$ cat src/rtl/h264_col_pkg.sv
// rtl/h264_col_pkg.sv - shared widths, intra marker, read FSM encoding and field slicing for the co-located store
package h264_col_pkg;

  localparam int NPART_DEF = 4;
  localparam int MV_W_DEF  = 11;
  localparam int REF_W_DEF = 5;

  localparam logic [REF_W_DEF-1:0] REF_INTRA = '1;

  typedef enum logic [1:0] {
    RD_IDLE  = 2'd0,
    RD_ISSUE = 2'd1,
    RD_WAIT  = 2'd2,
    RD_DONE  = 2'd3
  } rd_state_e;

  // Generic slicer: callers cast the bus up to FIELD_BUS_W and the result down to their field width.
  localparam int FIELD_MAX_W = 16;
  localparam int FIELD_BUS_W = 256;

  function automatic logic [FIELD_MAX_W-1:0] field_get(input logic [FIELD_BUS_W-1:0] bus,
                                                       input int p, input int w);
    logic [FIELD_BUS_W-1:0] sh;
    logic [FIELD_MAX_W-1:0] mask;
    sh   = bus >> (p * w);
    mask = (FIELD_MAX_W'(1) << w) - FIELD_MAX_W'(1);
    return sh[FIELD_MAX_W-1:0] & mask;
  endfunction

endpackage

$ cat src/rtl/col_mv_store_if.sv
// rtl/col_mv_store_if.sv - co-located RAM port bundle; master is the store, slave is the RAM controller
interface col_mv_store_if
  import h264_col_pkg::*;
#(
  parameter int NPART  = NPART_DEF,
  parameter int MV_W   = MV_W_DEF,
  parameter int REF_W  = REF_W_DEF,
  parameter int ADDR_W = 14
);
  logic                     col_wr_n;
  logic                     col_rd_n;
  logic [ADDR_W-1:0]        col_wr_addr;
  logic [ADDR_W-1:0]        col_rd_addr;
  logic [NPART*REF_W-1:0]   col_refidx_din;
  logic [NPART*MV_W-1:0]    col_mvx_din;
  logic [NPART*MV_W-1:0]    col_mvy_din;
  logic [NPART*REF_W-1:0]   col_refidx_dout;
  logic [NPART*MV_W-1:0]    col_mvx_dout;
  logic [NPART*MV_W-1:0]    col_mvy_dout;
  logic                     col_valid;

  modport master (
    output col_wr_n, col_rd_n, col_wr_addr, col_rd_addr,
           col_refidx_din, col_mvx_din, col_mvy_din,
    input  col_refidx_dout, col_mvx_dout, col_mvy_dout, col_valid
  );

  modport slave (
    input  col_wr_n, col_rd_n, col_wr_addr, col_rd_addr,
           col_refidx_din, col_mvx_din, col_mvy_din,
    output col_refidx_dout, col_mvx_dout, col_mvy_dout, col_valid
  );
endinterface

$ cat src/rtl/col_part_sel.sv
// rtl/col_part_sel.sv - one partition: L0/L1/intra field select for storage, and colZeroFlag of fetched motion
module col_part_sel
  import h264_col_pkg::*;
#(
  parameter int MV_W  = MV_W_DEF,
  parameter int REF_W = REF_W_DEF
) (
  input  logic                    intra_i,
  input  logic                    pred_l0_i,
  input  logic [REF_W-1:0]        ref_l0_i,
  input  logic [REF_W-1:0]        ref_l1_i,
  input  logic [MV_W-1:0]         mvx_l0_i,
  input  logic [MV_W-1:0]         mvy_l0_i,
  input  logic [MV_W-1:0]         mvx_l1_i,
  input  logic [MV_W-1:0]         mvy_l1_i,
  output logic [REF_W-1:0]        ref_o,
  output logic [MV_W-1:0]         mvx_o,
  output logic [MV_W-1:0]         mvy_o,
  input  logic [REF_W-1:0]        zf_ref_i,
  input  logic signed [MV_W-1:0]  zf_mvx_i,
  input  logic signed [MV_W-1:0]  zf_mvy_i,
  output logic                    zero_o
);
  localparam logic signed [MV_W-1:0] MV_POS1 = MV_W'(1);
  localparam logic signed [MV_W-1:0] MV_NEG1 = '1;

  always_comb begin
    ref_o = ref_l1_i;
    mvx_o = mvx_l1_i;
    mvy_o = mvy_l1_i;
    if (intra_i) begin
      ref_o = '1;
      mvx_o = '0;
      mvy_o = '0;
    end else if (pred_l0_i) begin
      ref_o = ref_l0_i;
      mvx_o = mvx_l0_i;
      mvy_o = mvy_l0_i;
    end
  end

  // Intra partitions carry an all-ones refIdx, so the refIdx==0 term already forces them to 0.
  assign zero_o = (zf_ref_i == '0) &&
                  (zf_mvx_i >= MV_NEG1) && (zf_mvx_i <= MV_POS1) &&
                  (zf_mvy_i >= MV_NEG1) && (zf_mvy_i <= MV_POS1);

endmodule

$ cat src/rtl/col_mv_store.sv
// rtl/col_mv_store.sv - co-located motion store: writes reference-picture MB motion, fetches co-located MB with write bypass
module col_mv_store
  import h264_col_pkg::*;
#(
  parameter int NPART = NPART_DEF,
  parameter int MV_W  = MV_W_DEF,
  parameter int REF_W = REF_W_DEF,
  parameter int MBX_W = 7,
  parameter int MBY_W = 7,
  localparam int ADDR_W = MBX_W + MBY_W,
  localparam int PI_W   = (NPART > 1) ? $clog2(NPART) : 1
) (
  input  logic                     clk,
  input  logic                     reset,
  input  logic                     wr_req,
  input  logic                     wr_en_ref,
  input  logic [MBX_W-1:0]         wr_mb_x,
  input  logic [MBY_W-1:0]         wr_mb_y,
  input  logic                     wr_intra,
  input  logic [NPART-1:0]         wr_pred_l0,
  input  logic [NPART*REF_W-1:0]   wr_refidx_l0,
  input  logic [NPART*REF_W-1:0]   wr_refidx_l1,
  input  logic [NPART*MV_W-1:0]    wr_mvx_l0,
  input  logic [NPART*MV_W-1:0]    wr_mvy_l0,
  input  logic [NPART*MV_W-1:0]    wr_mvx_l1,
  input  logic [NPART*MV_W-1:0]    wr_mvy_l1,
  input  logic                     rd_req,
  input  logic [MBX_W-1:0]         rd_mb_x,
  input  logic [MBY_W-1:0]         rd_mb_y,
  input  logic [PI_W-1:0]          part_idx,
  output logic                     rd_busy,
  output logic                     rd_done,
  output logic [REF_W-1:0]         refidx_col,
  output logic [MV_W-1:0]          mvx_col,
  output logic [MV_W-1:0]          mvy_col,
  output logic                     col_intra,
  output logic [NPART-1:0]         col_zero_flags,
  col_mv_store_if.master           ram
);
  logic [NPART*REF_W-1:0] sel_ref;
  logic [NPART*MV_W-1:0]  sel_mvx, sel_mvy;
  logic [NPART*REF_W-1:0] src_ref;
  logic [NPART*MV_W-1:0]  src_mvx, src_mvy;
  logic [NPART-1:0]       zf_d, zf_q;

  logic                   wr_n_d, wr_n_q;
  logic [ADDR_W-1:0]      wr_addr_d, wr_addr_q;
  logic [NPART*REF_W-1:0] wr_ref_d, wr_ref_q;
  logic [NPART*MV_W-1:0]  wr_mvx_d, wr_mvx_q, wr_mvy_d, wr_mvy_q;

  rd_state_e              state_d, state_q;
  logic [ADDR_W-1:0]      rd_addr_q;
  logic                   byp_q;
  logic [NPART*REF_W-1:0] byp_ref_q, cap_ref_q;
  logic [NPART*MV_W-1:0]  byp_mvx_q, byp_mvy_q, cap_mvx_q, cap_mvy_q;
  logic                   byp_hit;

  for (genvar p = 0; p < NPART; p++) begin : g_part
    col_part_sel #(.MV_W(MV_W), .REF_W(REF_W)) u_sel (
      .intra_i   (wr_intra),
      .pred_l0_i (wr_pred_l0[p]),
      .ref_l0_i  (wr_refidx_l0[p*REF_W +: REF_W]),
      .ref_l1_i  (wr_refidx_l1[p*REF_W +: REF_W]),
      .mvx_l0_i  (wr_mvx_l0[p*MV_W +: MV_W]),
      .mvy_l0_i  (wr_mvy_l0[p*MV_W +: MV_W]),
      .mvx_l1_i  (wr_mvx_l1[p*MV_W +: MV_W]),
      .mvy_l1_i  (wr_mvy_l1[p*MV_W +: MV_W]),
      .ref_o     (sel_ref[p*REF_W +: REF_W]),
      .mvx_o     (sel_mvx[p*MV_W +: MV_W]),
      .mvy_o     (sel_mvy[p*MV_W +: MV_W]),
      .zf_ref_i  (src_ref[p*REF_W +: REF_W]),
      .zf_mvx_i  (src_mvx[p*MV_W +: MV_W]),
      .zf_mvy_i  (src_mvy[p*MV_W +: MV_W]),
      .zero_o    (zf_d[p])
    );
  end

  always_comb begin
    wr_n_d    = 1'b1;
    wr_addr_d = '0;
    wr_ref_d  = '0;
    wr_mvx_d  = '0;
    wr_mvy_d  = '0;
    if (wr_req && wr_en_ref) begin
      wr_n_d    = 1'b0;
      wr_addr_d = {wr_mb_x, wr_mb_y};
      wr_ref_d  = sel_ref;
      wr_mvx_d  = sel_mvx;
      wr_mvy_d  = sel_mvy;
    end
  end

  always_ff @(posedge clk or posedge reset) begin
    if (reset) begin
      wr_n_q    <= 1'b1;
      wr_addr_q <= '0;
      wr_ref_q  <= '0;
      wr_mvx_q  <= '0;
      wr_mvy_q  <= '0;
    end else begin
      wr_n_q    <= wr_n_d;
      wr_addr_q <= wr_addr_d;
      wr_ref_q  <= wr_ref_d;
      wr_mvx_q  <= wr_mvx_d;
      wr_mvy_q  <= wr_mvy_d;
    end
  end

  assign ram.col_wr_n       = wr_n_q;
  assign ram.col_wr_addr    = wr_addr_q;
  assign ram.col_refidx_din = wr_ref_q;
  assign ram.col_mvx_din    = wr_mvx_q;
  assign ram.col_mvy_din    = wr_mvy_q;

  always_ff @(posedge clk or posedge reset) begin
    if (reset) state_q <= RD_IDLE;
    else       state_q <= state_d;
  end

  always_comb begin
    state_d = state_q;
    unique case (state_q)
      RD_IDLE:  if (rd_req) state_d = RD_ISSUE;
      RD_ISSUE: state_d = RD_WAIT;
      RD_WAIT:  if (ram.col_valid) state_d = RD_DONE;
      RD_DONE:  state_d = RD_IDLE;
      default:  state_d = RD_IDLE;
    endcase
  end

  always_comb begin
    rd_busy         = (state_q != RD_IDLE);
    rd_done         = (state_q == RD_DONE);
    ram.col_rd_n    = (state_q != RD_ISSUE);
    ram.col_rd_addr = (state_q == RD_ISSUE) ? rd_addr_q : '0;
  end

  // A write landing in the same cycle as col_valid is newer than anything buffered, so it wins.
  assign byp_hit = ((state_q == RD_ISSUE) || (state_q == RD_WAIT)) &&
                   !wr_n_q && (wr_addr_q == rd_addr_q);

  always_comb begin
    src_ref = ram.col_refidx_dout;
    src_mvx = ram.col_mvx_dout;
    src_mvy = ram.col_mvy_dout;
    if (byp_hit) begin
      src_ref = wr_ref_q;
      src_mvx = wr_mvx_q;
      src_mvy = wr_mvy_q;
    end else if (byp_q) begin
      src_ref = byp_ref_q;
      src_mvx = byp_mvx_q;
      src_mvy = byp_mvy_q;
    end
  end

  always_ff @(posedge clk or posedge reset) begin
    if (reset) begin
      rd_addr_q <= '0;
      byp_q     <= 1'b0;
      byp_ref_q <= '0;
      byp_mvx_q <= '0;
      byp_mvy_q <= '0;
      cap_ref_q <= '0;
      cap_mvx_q <= '0;
      cap_mvy_q <= '0;
      zf_q      <= '0;
    end else begin
      if ((state_q == RD_IDLE) && rd_req) rd_addr_q <= {rd_mb_x, rd_mb_y};
      if (state_q == RD_IDLE) begin
        byp_q <= 1'b0;
      end else if (byp_hit) begin
        byp_q     <= 1'b1;
        byp_ref_q <= wr_ref_q;
        byp_mvx_q <= wr_mvx_q;
        byp_mvy_q <= wr_mvy_q;
      end
      if ((state_q == RD_WAIT) && ram.col_valid) begin
        cap_ref_q <= src_ref;
        cap_mvx_q <= src_mvx;
        cap_mvy_q <= src_mvy;
        zf_q      <= zf_d;
      end
    end
  end

  assign col_zero_flags = zf_q;
  assign refidx_col = REF_W'(field_get(FIELD_BUS_W'(cap_ref_q), int'(part_idx), REF_W));
  assign mvx_col    = MV_W'(field_get(FIELD_BUS_W'(cap_mvx_q), int'(part_idx), MV_W));
  assign mvy_col    = MV_W'(field_get(FIELD_BUS_W'(cap_mvy_q), int'(part_idx), MV_W));
  assign col_intra  = &refidx_col;

endmodule

$ cat src/flat_wrapper.sv
// flat-port wrapper written by rule: the top's interface ports become plain ports
module col_mv_store_flat import h264_col_pkg::*;
#(
  parameter int NPART = NPART_DEF,
  parameter int MV_W  = MV_W_DEF,
  parameter int REF_W = REF_W_DEF,
  parameter int MBX_W = 7,
  parameter int MBY_W = 7,
  localparam int ADDR_W = MBX_W + MBY_W,
  localparam int PI_W   = (NPART > 1) ? $clog2(NPART) : 1
)
  (clk, reset, wr_req, wr_en_ref, wr_mb_x, wr_mb_y, wr_intra, wr_pred_l0, wr_refidx_l0, wr_refidx_l1, wr_mvx_l0, wr_mvy_l0, wr_mvx_l1, wr_mvy_l1, rd_req, rd_mb_x, rd_mb_y, part_idx, rd_busy, rd_done, refidx_col, mvx_col, mvy_col, col_intra, col_zero_flags, ram_col_wr_n, ram_col_rd_n, ram_col_wr_addr, ram_col_rd_addr, ram_col_refidx_din, ram_col_mvx_din, ram_col_mvy_din, ram_col_refidx_dout, ram_col_mvx_dout, ram_col_mvy_dout, ram_col_valid);
  col_mv_store_if #(.NPART(NPART), .MV_W(MV_W), .REF_W(REF_W), .ADDR_W(((7) + (7)))) ram_i ();
  input  logic clk;
  input  logic reset;
  input  logic wr_req;
  input  logic wr_en_ref;
  input  logic [MBX_W-1:0] wr_mb_x;
  input  logic [MBY_W-1:0] wr_mb_y;
  input  logic wr_intra;
  input  logic [NPART-1:0] wr_pred_l0;
  input  logic [NPART*REF_W-1:0] wr_refidx_l0;
  input  logic [NPART*REF_W-1:0] wr_refidx_l1;
  input  logic [NPART*MV_W-1:0] wr_mvx_l0;
  input  logic [NPART*MV_W-1:0] wr_mvy_l0;
  input  logic [NPART*MV_W-1:0] wr_mvx_l1;
  input  logic [NPART*MV_W-1:0] wr_mvy_l1;
  input  logic rd_req;
  input  logic [MBX_W-1:0] rd_mb_x;
  input  logic [MBY_W-1:0] rd_mb_y;
  input  logic [PI_W-1:0] part_idx;
  output logic rd_busy;
  output logic rd_done;
  output logic [REF_W-1:0] refidx_col;
  output logic [MV_W-1:0] mvx_col;
  output logic [MV_W-1:0] mvy_col;
  output logic col_intra;
  output logic [NPART-1:0] col_zero_flags;
  output wire logic [$bits(ram_i.col_wr_n)-1:0] ram_col_wr_n;
  output wire logic [$bits(ram_i.col_rd_n)-1:0] ram_col_rd_n;
  output wire logic [$bits(ram_i.col_wr_addr)-1:0] ram_col_wr_addr;
  output wire logic [$bits(ram_i.col_rd_addr)-1:0] ram_col_rd_addr;
  output wire logic [$bits(ram_i.col_refidx_din)-1:0] ram_col_refidx_din;
  output wire logic [$bits(ram_i.col_mvx_din)-1:0] ram_col_mvx_din;
  output wire logic [$bits(ram_i.col_mvy_din)-1:0] ram_col_mvy_din;
  input wire logic [$bits(ram_i.col_refidx_dout)-1:0] ram_col_refidx_dout;
  input wire logic [$bits(ram_i.col_mvx_dout)-1:0] ram_col_mvx_dout;
  input wire logic [$bits(ram_i.col_mvy_dout)-1:0] ram_col_mvy_dout;
  input wire logic [$bits(ram_i.col_valid)-1:0] ram_col_valid;
  assign ram_col_wr_n = ram_i.col_wr_n;
  assign ram_col_rd_n = ram_i.col_rd_n;
  assign ram_col_wr_addr = ram_i.col_wr_addr;
  assign ram_col_rd_addr = ram_i.col_rd_addr;
  assign ram_col_refidx_din = ram_i.col_refidx_din;
  assign ram_col_mvx_din = ram_i.col_mvx_din;
  assign ram_col_mvy_din = ram_i.col_mvy_din;
  assign ram_i.col_refidx_dout = ram_col_refidx_dout;
  assign ram_i.col_mvx_dout = ram_col_mvx_dout;
  assign ram_i.col_mvy_dout = ram_col_mvy_dout;
  assign ram_i.col_valid = ram_col_valid;
  col_mv_store #(.NPART(NPART), .MV_W(MV_W), .REF_W(REF_W), .MBX_W(MBX_W), .MBY_W(MBY_W)) u_core (.clk(clk), .reset(reset), .wr_req(wr_req), .wr_en_ref(wr_en_ref), .wr_mb_x(wr_mb_x), .wr_mb_y(wr_mb_y), .wr_intra(wr_intra), .wr_pred_l0(wr_pred_l0), .wr_refidx_l0(wr_refidx_l0), .wr_refidx_l1(wr_refidx_l1), .wr_mvx_l0(wr_mvx_l0), .wr_mvy_l0(wr_mvy_l0), .wr_mvx_l1(wr_mvx_l1), .wr_mvy_l1(wr_mvy_l1), .rd_req(rd_req), .rd_mb_x(rd_mb_x), .rd_mb_y(rd_mb_y), .part_idx(part_idx), .rd_busy(rd_busy), .rd_done(rd_done), .refidx_col(refidx_col), .mvx_col(mvx_col), .mvy_col(mvy_col), .col_intra(col_intra), .col_zero_flags(col_zero_flags), .ram(ram_i));
endmodule
$ cat config.mk
export PLATFORM = sky130hd
export DESIGN_NAME = col_mv_store_flat
export DESIGN_NICKNAME = d
export VERILOG_FILES = /design/src/rtl/h264_col_pkg.sv /design/src/rtl/col_mv_store_if.sv /design/src/rtl/col_part_sel.sv /design/src/rtl/col_mv_store.sv /design/src/flat_wrapper.sv
export SDC_FILE = /design/constraint.sdc
export NUM_CORES = 1
export LEC_CHECK = 0
export CORE_MARGIN = 1.5
export CORE_UTILIZATION = 43
export CTS_CLUSTER_SIZE = 30
export DETAILED_ROUTE_END_ITERATION = 7
export GPL_TIMING_DRIVEN = 0
export PLACE_DENSITY = 0.79
export SETUP_SLACK_MARGIN = 0.5
export SLEW_MARGIN = 20
export SYNTH_ARGS = -nofsm -noshare
export SYNTH_HDL_FRONTEND = slang
export SYNTH_SLANG_ARGS = --single-unit
$ cat constraint.sdc
create_clock -name clk -period 12.1 [get_ports clk]
set_input_delay 2.42 -clock clk [delete_from_list [all_inputs] [get_ports clk]]
set_output_delay 2.42 -clock clk [all_outputs]
set_load 0.01 [all_outputs]
# Word level (Yosys, flattened, before mapping)
# Cells that the tools add are included.
# word_totals
regBits	360
input_bits	365
output_inout_bits	172
elab_cells	118
# classes
mul	2
order_cmp	16
eq_ne	7
shift	3
n_mux	41
n_bitwise	1
reduce_logical	33
# ops
op	count
44-bit 2-to-1 mux	6
11-bit 2-to-1 mux	16
11-bit by 1-bit >= comparator with 1-bit output (second input constant)	8
11-bit by 2-bit less-or-equal comparator with 1-bit output (second input constant)	8
44-bit by 32-bit >> shifter with 11-bit output	2
20-bit 2-to-1 mux	3
5-bit 2-to-1 mux	8
20-bit by 32-bit >> shifter with 5-bit output	1
14-bit 2-to-1 mux	2
1-bit logical AND	21
5-bit logical NOT	4
14-bit == test	1
2-bit one-hot mux with 4 select lines	1
2-bit by 4-bit multiplier with 6-bit output (second input constant)	1
2-bit by 3-bit multiplier with 5-bit output (second input constant)	1
5-bit AND reduction	1
2-bit == test (second input constant)	2
2-bit 2-to-1 mux	2
2-bit inequality test (second input constant)	2
2-bit AND reduction	2
2-bit nonzero test	2
1-bit 2-to-1 mux	3
2-bit by 1-bit == test with 1-bit output (second input constant)	1
2-bit logical NOT	1
4 further kinds	4

# Longest topological paths before layout
# Gate-level depths: netlist (run 1).
# logic_depth
depth_word	10
ltp_mapped	10
mapped_depth_nobuf	8

# Modules after synthesis
# Synthesis (run 1) repeated with hierarchy kept, for this count alone.
# unflattened
cells_unflattened	1769
hier_area_um2	18425.2
# by_module_without_submodules
mod	instances	cells_per_inst	area_per_inst_um2	seq_area_each_um2
col_mv_store	1	1457	16253.1	9009.9
col_part_sel	4	78	543.0	0.0

# Worst setup path after synthesis (run 1)
# No wires, ideal clock.
# synth_timing
path_kind	input -> output
start	in part_idx[0]
end	out mvx_col[8]
arrival_time_ns	3.773
required_ns	9.680
setup_slack_ns	5.907
cell_stages	3
n_path_buf	2
path_cell_list	clkbuf_1 buf_2 mux4_2
# synth_between
elab_chain_cells	2
# synth_rtl
item	line	source
from (decl)	flat_wrapper.sv:31	input logic [PI_W-1:0] part_idx;
2-bit by 4-bit multiplier with 6-bit output	h264_col_pkg.sv:25	sh = bus >> (p * w);
44-bit by 32-bit >> shifter with 11-bit output	h264_col_pkg.sv:25	
to (decl)	flat_wrapper.sv:35	output logic [MV_W-1:0] mvx_col;
# Every way passes these cells.

# Final worst setup path (run 1)
# layout_timing
start	in part_idx[1]
end	out mvx_col[8]
# Same word-level chain as after synthesis.

==> results of run 1 <==
-- synth_stat cells, types with 10 or more instances --
library cell / number
sky130_fd_sc_hd__dfrtp_1: 359
sky130_fd_sc_hd__nand2_1: 276
sky130_fd_sc_hd__mux2i_1: 190
sky130_fd_sc_hd__nor2_1: 146
sky130_fd_sc_hd__mux2_2: 130
sky130_fd_sc_hd__o211ai_1: 70
sky130_fd_sc_hd__o21ai_0: 59
sky130_fd_sc_hd__clkbuf_1: 57
sky130_fd_sc_hd__nand4_1: 47
sky130_fd_sc_hd__nor4_1: 36
sky130_fd_sc_hd__nand3_1: 33
sky130_fd_sc_hd__buf_2: 30
sky130_fd_sc_hd__mux4_2: 27
sky130_fd_sc_hd__nor3_1: 27
sky130_fd_sc_hd__a211oi_1: 22
sky130_fd_sc_hd__mux2_1: 20
sky130_fd_sc_hd__nor2b_1: 20
sky130_fd_sc_hd__and2_1: 15
sky130_fd_sc_hd__and3_1: 15
sky130_fd_sc_hd__buf_1: 14
sky130_fd_sc_hd__xor2_1: 14
sky130_fd_sc_hd__a21oi_1: 11
sky130_fd_sc_hd__or4_1: 10
-- layer usage --
layer	vias to the layer above	share of wire (%)	wire length, um
li1	7270	-	-
met1	8325	39	29500
met2	920	48	36200
met3	167	9.4	7110
met4	6	3.9	2930
met5	-	0.047	36
-- logic make-up after synthesis --
| logic type | Yosys count | synth area share, % |
|---|---|---|
| AO/OA/AOI/OAI | 193 | 7.13 |
| XOR/XNOR | 14 | 0.679 |
| adder cells (fa/ha/maj) | 4 | 0.277 |
| buffers and inverters | 117 | 2.87 |
| flip-flops | 360 | 49.9 |
| multiplexers | 367 | 23.2 |
| AND/OR/NAND/NOR | 638 | 16.0 |
-- sequential cells by signal, summed over array words and instances, names as in the netlist, 14 cells and up --
name,flops
u_core.cap_ref_q,20
u_core.ram.col_mvx_din,44
u_core.cap_mvx_q,44
u_core.cap_mvy_q,44
u_core.rd_addr_q,14
u_core.ram.col_wr_addr,14
u_core.byp_ref_q,20
u_core.byp_mvy_q,44
u_core.ram.col_mvy_din,44
u_core.ram.col_refidx_din,20
u_core.byp_mvx_q,44
-- worst register-to-register path: cells and delay by family (launching register included) --
kind / cells / cell delay, ns
adders and majority gates: 1 / 0.30
buffers and inverters: 3 / 0.67
DFF: 1 / 0.40
muxes: 1 / 0.35
and+or+nand+nor: 4 / 1.36
-- worst paths after layout --
check / start / to / slack (ns) / cells past startpoint
min: u_core.cap_mvy_q[28] / u_core.cap_mvy_q[28] / 0.47 / 2
max: part_idx[1] / mvx_col[8] / 4.76 / 5
min in group asynchronous: reset / u_core.byp_mvx_q[11] / 2.28 / 2
max reg2reg: u_core.state_q[1] / u_core.byp_ref_q[10] / 8.91 / 9
max in group asynchronous: reset / u_core.ram.col_mvy_din[35] / 8.67 / 6
min reg2reg: u_core.cap_mvy_q[28] / u_core.cap_mvy_q[28] / 0.47 / 2
-- where the power goes --
group | internal (mW) | switching [mW] | total (mW) | leakage, nW
sequential | 1.42 | 0.177 | 1.60 | 4.79
combinational | 0.509 | 0.505 | 1.01 | 6.22
clock | 0.734 | 0.513 | 1.25 | 0.645
-- layout make-up --
class	count	area (um^2)
Buffer	110	492
Multi-Input combinational cell	1216	8540
Clock inverter	11	133
Timing Repair Buffer	547	5640
Clock buffer	59	1170
Fill cell	3428	15400
Antenna cell	4	10.0
Tap cell	532	666
Sequential cell	360	9010
Inverter	7	30.0
-- layout by cell type (no fill, tap or decap), types with 8 or more instances in the layout --
master / instances
sky130_fd_sc_hd__clkdlybuf4s50_1: 534
sky130_fd_sc_hd__dfrtp_1: 359
sky130_fd_sc_hd__nand2_1: 276
sky130_fd_sc_hd__mux2i_1: 190
sky130_fd_sc_hd__nor2_1: 146
sky130_fd_sc_hd__mux2_2: 130
sky130_fd_sc_hd__o211ai_1: 70
sky130_fd_sc_hd__clkbuf_1: 67
sky130_fd_sc_hd__o21ai_0: 59
sky130_fd_sc_hd__nand4_1: 47
sky130_fd_sc_hd__clkbuf_16: 41
sky130_fd_sc_hd__nor4_1: 36
sky130_fd_sc_hd__nand3_1: 33
sky130_fd_sc_hd__buf_2: 30
sky130_fd_sc_hd__nor3_1: 27
sky130_fd_sc_hd__mux4_2: 27
sky130_fd_sc_hd__a211oi_1: 22
sky130_fd_sc_hd__nor2b_1: 20
sky130_fd_sc_hd__mux2_1: 20
sky130_fd_sc_hd__and2_1: 15
sky130_fd_sc_hd__and3_1: 15
sky130_fd_sc_hd__xor2_1: 14
sky130_fd_sc_hd__buf_1: 14
sky130_fd_sc_hd__a21oi_1: 11
sky130_fd_sc_hd__or4_1: 10
sky130_fd_sc_hd__buf_12: 9
sky130_fd_sc_hd__clkbuf_8: 8
==> flow_summary_export.csv, run 1 <==
group,metric,value,unit
critical_path,crit_arrival,4.92,ns
global_routing,gr_busiest_metal,"met2",
clock_tree,post_cts_buffers,0,
place,hpwl,59.3,mm
run_status,status,"complete, no violations",
routing,route.vias.total,16688,
min_path,holdCritPathClass,"reg -> reg",
final_layout,layout-drive-gt1-share,11.9,%
sta,final.setup.worst_slack,4.76,ns
routing,drt_pass1_iterations,5,
critical_path,timing.critical_path.to_type,"primary output",
critical_path,path_class,"in -> out",
sta,min_period_over_period,60.7,%
global_routing,grt_util_met3,8.50,%
floorplanning,initial_utilization,44.0,%
floorplanning,cell_row_count,74,
global_routing,pin_count_of_the_biggest_net_entering_global_routing,36,
critical_path,path_common_cell,"sky130_fd_sc_hd__clkbuf_1",
place,port-buffer-count,534,
clock_tree,cts_tree,"built",
final_layout,finalNetCount,2652,
clock_tree,cts_hold_buf,0,
global_routing,global_routing_met2_resource_utilization,57.9,%
yosys,dominantRegCellSynth,"sky130_fd_sc_hd__dfrtp_1",
floorplanning,die_span_x,208,um
yosys,post_synth_instance_area,0.0181,mm^2
floorplanning,die_y,208,um
critical_path,timing.critical_path.from_type,"input pin",
critical_path,worst_path_dominant_cell_family,"buffers and inverters",
clock_tree,tritoncts_buffer_count,41,
sta,hold_viol_final,0,
global_routing,global_route_wire_length_before_repair,113,mm
sta,timing.final.setup_violations,0,
yosys,yosysTopAreaCellShare,49.7,%
pwr,finalPower,3.86,mW
critical_path,timing.critical_path.slowest_cell_delay,0.58,ns
sta,clock-skew-final,0.0183,ns
clock_tree,htree_num_levels,2,
place,place_area,0.0244,mm^2
flow_run,drv_cap,0,
final_layout,final_cell_count_no_fill,2846,
sta,maxClockFrequency,0.136,GHz
critical_path,crit_chain,"clkbuf_1, clkbuf_1, buf_2, mux4_2, clkdlybuf4s50_1",
yosys,synth_sequential_area_ratio,49.9,%
global_routing,number_of_antenna_violations_at_the_first_check_in_global_routing,8,
yosys,flops_latches_synth,360,
routing,drt-total-wl,75.8,mm
critical_path,crit_slowest_cell,"sky130_fd_sc_hd__clkbuf_1",
sta,final_period_minus_worst_setup_slack,7.34,ns
global_routing,globalRouteTotalUtil,34.9,%
sta,final_hold_slack,0.470,ns
routing,vias_per_cell,5.86,
sta,setup_repair_after_global_routing_missed_its_margin,"false",
yosys,unique_masters_post_synth,50,
sta,drv_slew,0,
clock_tree,cts_sinks,360,
routing,wl_per_cell,26.6,um
routing,route.antenna.remaining_nets,0,
yosys,synth-async-reset-ratio,100,%
yosys,synth_fp_nets,2062,
clock_tree,clk_transition_reported_paths,0.05,ns
final_layout,finalInstanceArea,0.0257,mm^2
yosys,synth.top_cells.by_area,"sky130_fd_sc_hd__dfrtp_1, sky130_fd_sc_hd__mux2i_1, sky130_fd_sc_hd__mux2_2",
pwr,power_per_cell_area,150,mW/mm^2
yosys,post_synth_inst_count,1693,
floorplanning,fp.coreArea,0.0411,mm^2
place,dp_cells,2772,
yosys,avgSynthCellArea,10.7,um^2
clock_tree,cts-root-to-sink-buffers,3,
sta,fin_setup_tns,0,ns
place,place.gp.congestion,0.946,
critical_path,crit_path_max_fanout,10,
clock_tree,clk_latency,0.56,ns
pwr,total_leakage_power,11.7,nW
clock_tree,postCtsResizedCells,0,
yosys,synth_edf_count,0,
final_layout,flow.area_growth_from_synthesis,42.2,%
yosys,synth_area_leader_cell,"sky130_fd_sc_hd__dfrtp_1",
global_routing,gr-usage-met1,44.2,%
global_routing,global_route.overflow_total,0,
floorplanning,die-area,0.0433,mm^2
routing,detail_route.iter0.violations,1554,
yosys,yosysWarnings,0,
routing,total_drc_errors_in_the_routed_layout,0,
floorplanning,total_i_o_pin_count,537,
place,dp_worst_setup_slack,4.78,ns
global_routing,first_global_vias,17310,
final_layout,final_util,62.5,%
critical_path,critical_path_required,9.68,ns
sta,worst_slew_margin,22.4,%
sta,tightestPinTransition,1.16,ns
clock_tree,ctsRootBufferMaster,"sky130_fd_sc_hd__clkbuf_16",
critical_path,buffers_inverters_on_critical_path,4,
pwr,peakVddDrop,107,uV
Note: power is estimated with default switching activity, not from simulation.
==> run 2, diff against run 1 <==
Settings changed: CORE_AREA set to 2 2 210 212, CORE_MARGIN 1.5 to unset, CORE_UTILIZATION 43 to unset, DIE_AREA set to 0 0 212 214, PLACE_DENSITY 0.79 to 0.74.
Clock period 12.1 ns to 7.4 ns, I/O delays scaled along.
==> run 2 against run 1 <==
Sequential power up 64%. Setup slack got worse by 2.8 ns. Sequential share of layout area down 0.21 points. Global-route usage decreased by 1.3 points. First-iteration DRC count decreased by 14%. Utilization shrank 2.2 points. Clock-buffer cell count unchanged. Critical path depth is the same. Register-to-register slack lost 4.8 ns. Clock skew grew 0.0045 ns. Hold slack improved by 0.0026 ns. Final cell count rose by 1.9%. Critical path type unchanged. Critical endpoint unchanged.
==> flow_summary_export.csv, run 2 (synthesis gave the netlist of run 1 again) <==
group,metric,value,unit
critical_path,timing.critical_path.to_type,"primary output",
critical_path,reg2reg_depth,9,
floorplanning,die-area,0.0454,mm^2
sta,clock-skew-final,0.0228,ns
place,dp_cells,2824,
clock_tree,tritoncts_buffer_count,42,
final_layout,flow.area_growth_from_synthesis,43.0,%
sta,tightestPinTransition,1.15,ns
clock_tree,htree_num_levels,2,
critical_path,crit_path_max_fanout,10,
sta,drv_slew,0,
routing,drt-total-wl,76.6,mm
critical_path,path_class,"in -> out",
clock_tree,cts_sinks,360,
critical_path,critical_path_cell_count,5,
critical_path,worst_path_dominant_cell_family,"buffers and inverters",
routing,vias_per_cell,5.73,
clock_tree,ctsRootBufferMaster,"sky130_fd_sc_hd__clkbuf_16",
floorplanning,die_span_x,212,um
critical_path,buffers_inverters_on_critical_path,4,
floorplanning,initial_utilization,42.1,%
sta,maxClockFrequency,0.183,GHz
clock_tree,cts-root-to-sink-buffers,3,
final_layout,finalInstanceArea,0.0258,mm^2
global_routing,pin_count_of_the_biggest_net_entering_global_routing,36,
critical_path,timing.critical_path.slowest_cell_delay,0.57,ns
global_routing,global_route_wire_length_before_repair,112,mm
final_layout,layout-drive-gt1-share,12.1,%
global_routing,number_of_antenna_violations_at_the_first_check_in_global_routing,4,
routing,wl_per_cell,26.4,um
floorplanning,fp.coreArea,0.0429,mm^2
global_routing,global_route.overflow_total,0,
floorplanning,cell_row_count,76,
final_layout,final_cell_count_no_fill,2901,
sta,timing.final.setup_violations,0,
sta,worst_slew_margin,23.5,%
global_routing,first_global_vias,17212,
floorplanning,die_y,214,um
routing,route.antenna.remaining_nets,0,
final_layout,layout_common_cells,"sky130_fd_sc_hd__clkdlybuf4s50_1, sky130_fd_sc_hd__dfrtp_1, sky130_fd_sc_hd__nand2_1",
sta,setup_repair_after_global_routing_missed_its_margin,"false",
critical_path,crit_chain,"clkbuf_1, clkbuf_1, buf_2, mux4_2, clkdlybuf4s50_1",
clock_tree,postCtsResizedCells,0,
place,port-buffer-count,534,
flow_run,drv_cap,0,
place,hpwl,60.6,mm
critical_path,critical_path_required,5.92,ns
sta,fin_setup_tns,0,ns
clock_tree,clk_latency,0.57,ns
run_status,status,"complete, no violations",
clock_tree,clk_transition_reported_paths,0.06,ns
clock_tree,cts_hold_buf,0,
floorplanning,total_i_o_pin_count,537,
sta,hold_viol_final,0,
clock_tree,post_cts_buffers,0,
min_path,min_path_cells,2,
place,place.gp.congestion,0.943,
critical_path,path_common_cell,"sky130_fd_sc_hd__clkbuf_1",
global_routing,globalRouteTotalUtil,33.7,%
routing,route.vias.total,16623,
routing,drt_pass1_iterations,5,
pwr,total_leakage_power,11.7,nW
sta,min_period_over_period,73.9,%
critical_path,crit_slowest_cell,"sky130_fd_sc_hd__clkbuf_1",
critical_path,timing.critical_path.from_type,"input pin",
clock_tree,cts_tree,"built",
sta,final_period_minus_worst_setup_slack,5.47,ns
final_layout,finalNetCount,2652,
routing,detail_route.iter0.violations,1344,
place,place_area,0.0244,mm^2
pwr,power_per_cell_area,249,mW/mm^2
critical_path,crit_arrival,3.99,ns
pwr,peakVddDrop,174,uV
final_layout,layout_commonest_cell,"sky130_fd_sc_hd__clkdlybuf4s50_1",
min_path,holdCritPathClass,"reg -> reg",
routing,total_drc_errors_in_the_routed_layout,0,
==> run 2: cell types whose count changed in the layout (fill, tap and decap cells not counted), sizes merged <==
cell,before,now
clkinv,7,11
diode,4,2
bufinv,3,4
buf,66,65
==> run 2: cell type report <==
| cell class | count | area [um^2] |
|---|---|---|
| sequential | 360 | 9010 |
| clock buffer | 59 | 1250 |
| antenna | 2 | 5.00 |
| inverter | 7 | 30.0 |
| fill | 3620 | 17000 |
| timing repair buffer | 546 | 5600 |
| clock inverter | 16 | 183 |
| tap | 585 | 732 |
| multi-input combinational | 1216 | 8540 |
| buffer | 110 | 492 |
==> run 2: stage by stage <==
step	hold WS (ns)	setup slack (ns)	util [%]	total power, mW
floorplan	0.433	1.09	-	3.35
global route	0.495	1.88	60.3	6.70
finish	0.472	1.93	60.3	6.44
global placement	0.450	-1.33	56.3	4.22
CTS	0.469	1.95	60.2	6.45
detailed placement	0.455	1.95	56.9	4.28
==> run 2: tightest hold or removal path: stages (launching register included) <==
cell                      delay (ns)
sky130_fd_sc_hd__dfrtp_1        0.34
sky130_fd_sc_hd__nand2_1        0.05
sky130_fd_sc_hd__nand2_1        0.05
==> run 2: path summary, 6_finish.rpt <==
| kind | from | end | slack, ns |
|---|---|---|---|
| worst max-delay path | part_idx[1] | mvx_col[8] | 1.93 |
| worst min-delay path | u_core.cap_ref_q[8] | u_core.cap_ref_q[8] | 0.47 |
| worst max register to register | u_core.state_q[1] | u_core.byp_ref_q[15] | 4.16 |
| max in group asynchronous | reset | u_core.ram.col_mvy_din[28] | 4.27 |
| worst min register to register | u_core.cap_ref_q[8] | u_core.cap_ref_q[8] | 0.47 |
| min in group asynchronous | reset | u_core.ram.col_mvx_din[15] | 1.37 |
==> run 2: where the power goes <==
group          total (mW)  internal [mW]  switching (mW)
Sequential           2.62           2.32           0.297
Clock                2.16           1.31           0.852
Combinational        1.66          0.830           0.829
==> run 2: routing by layer <==
layer,track usage (%),routed length [um],up-vias
met4,12.4,2820,2
li1,-,-,7292
met1,42.8,29900,8279
met3,7.15,6550,152
met2,56.4,37300,898
met5,0,13,-
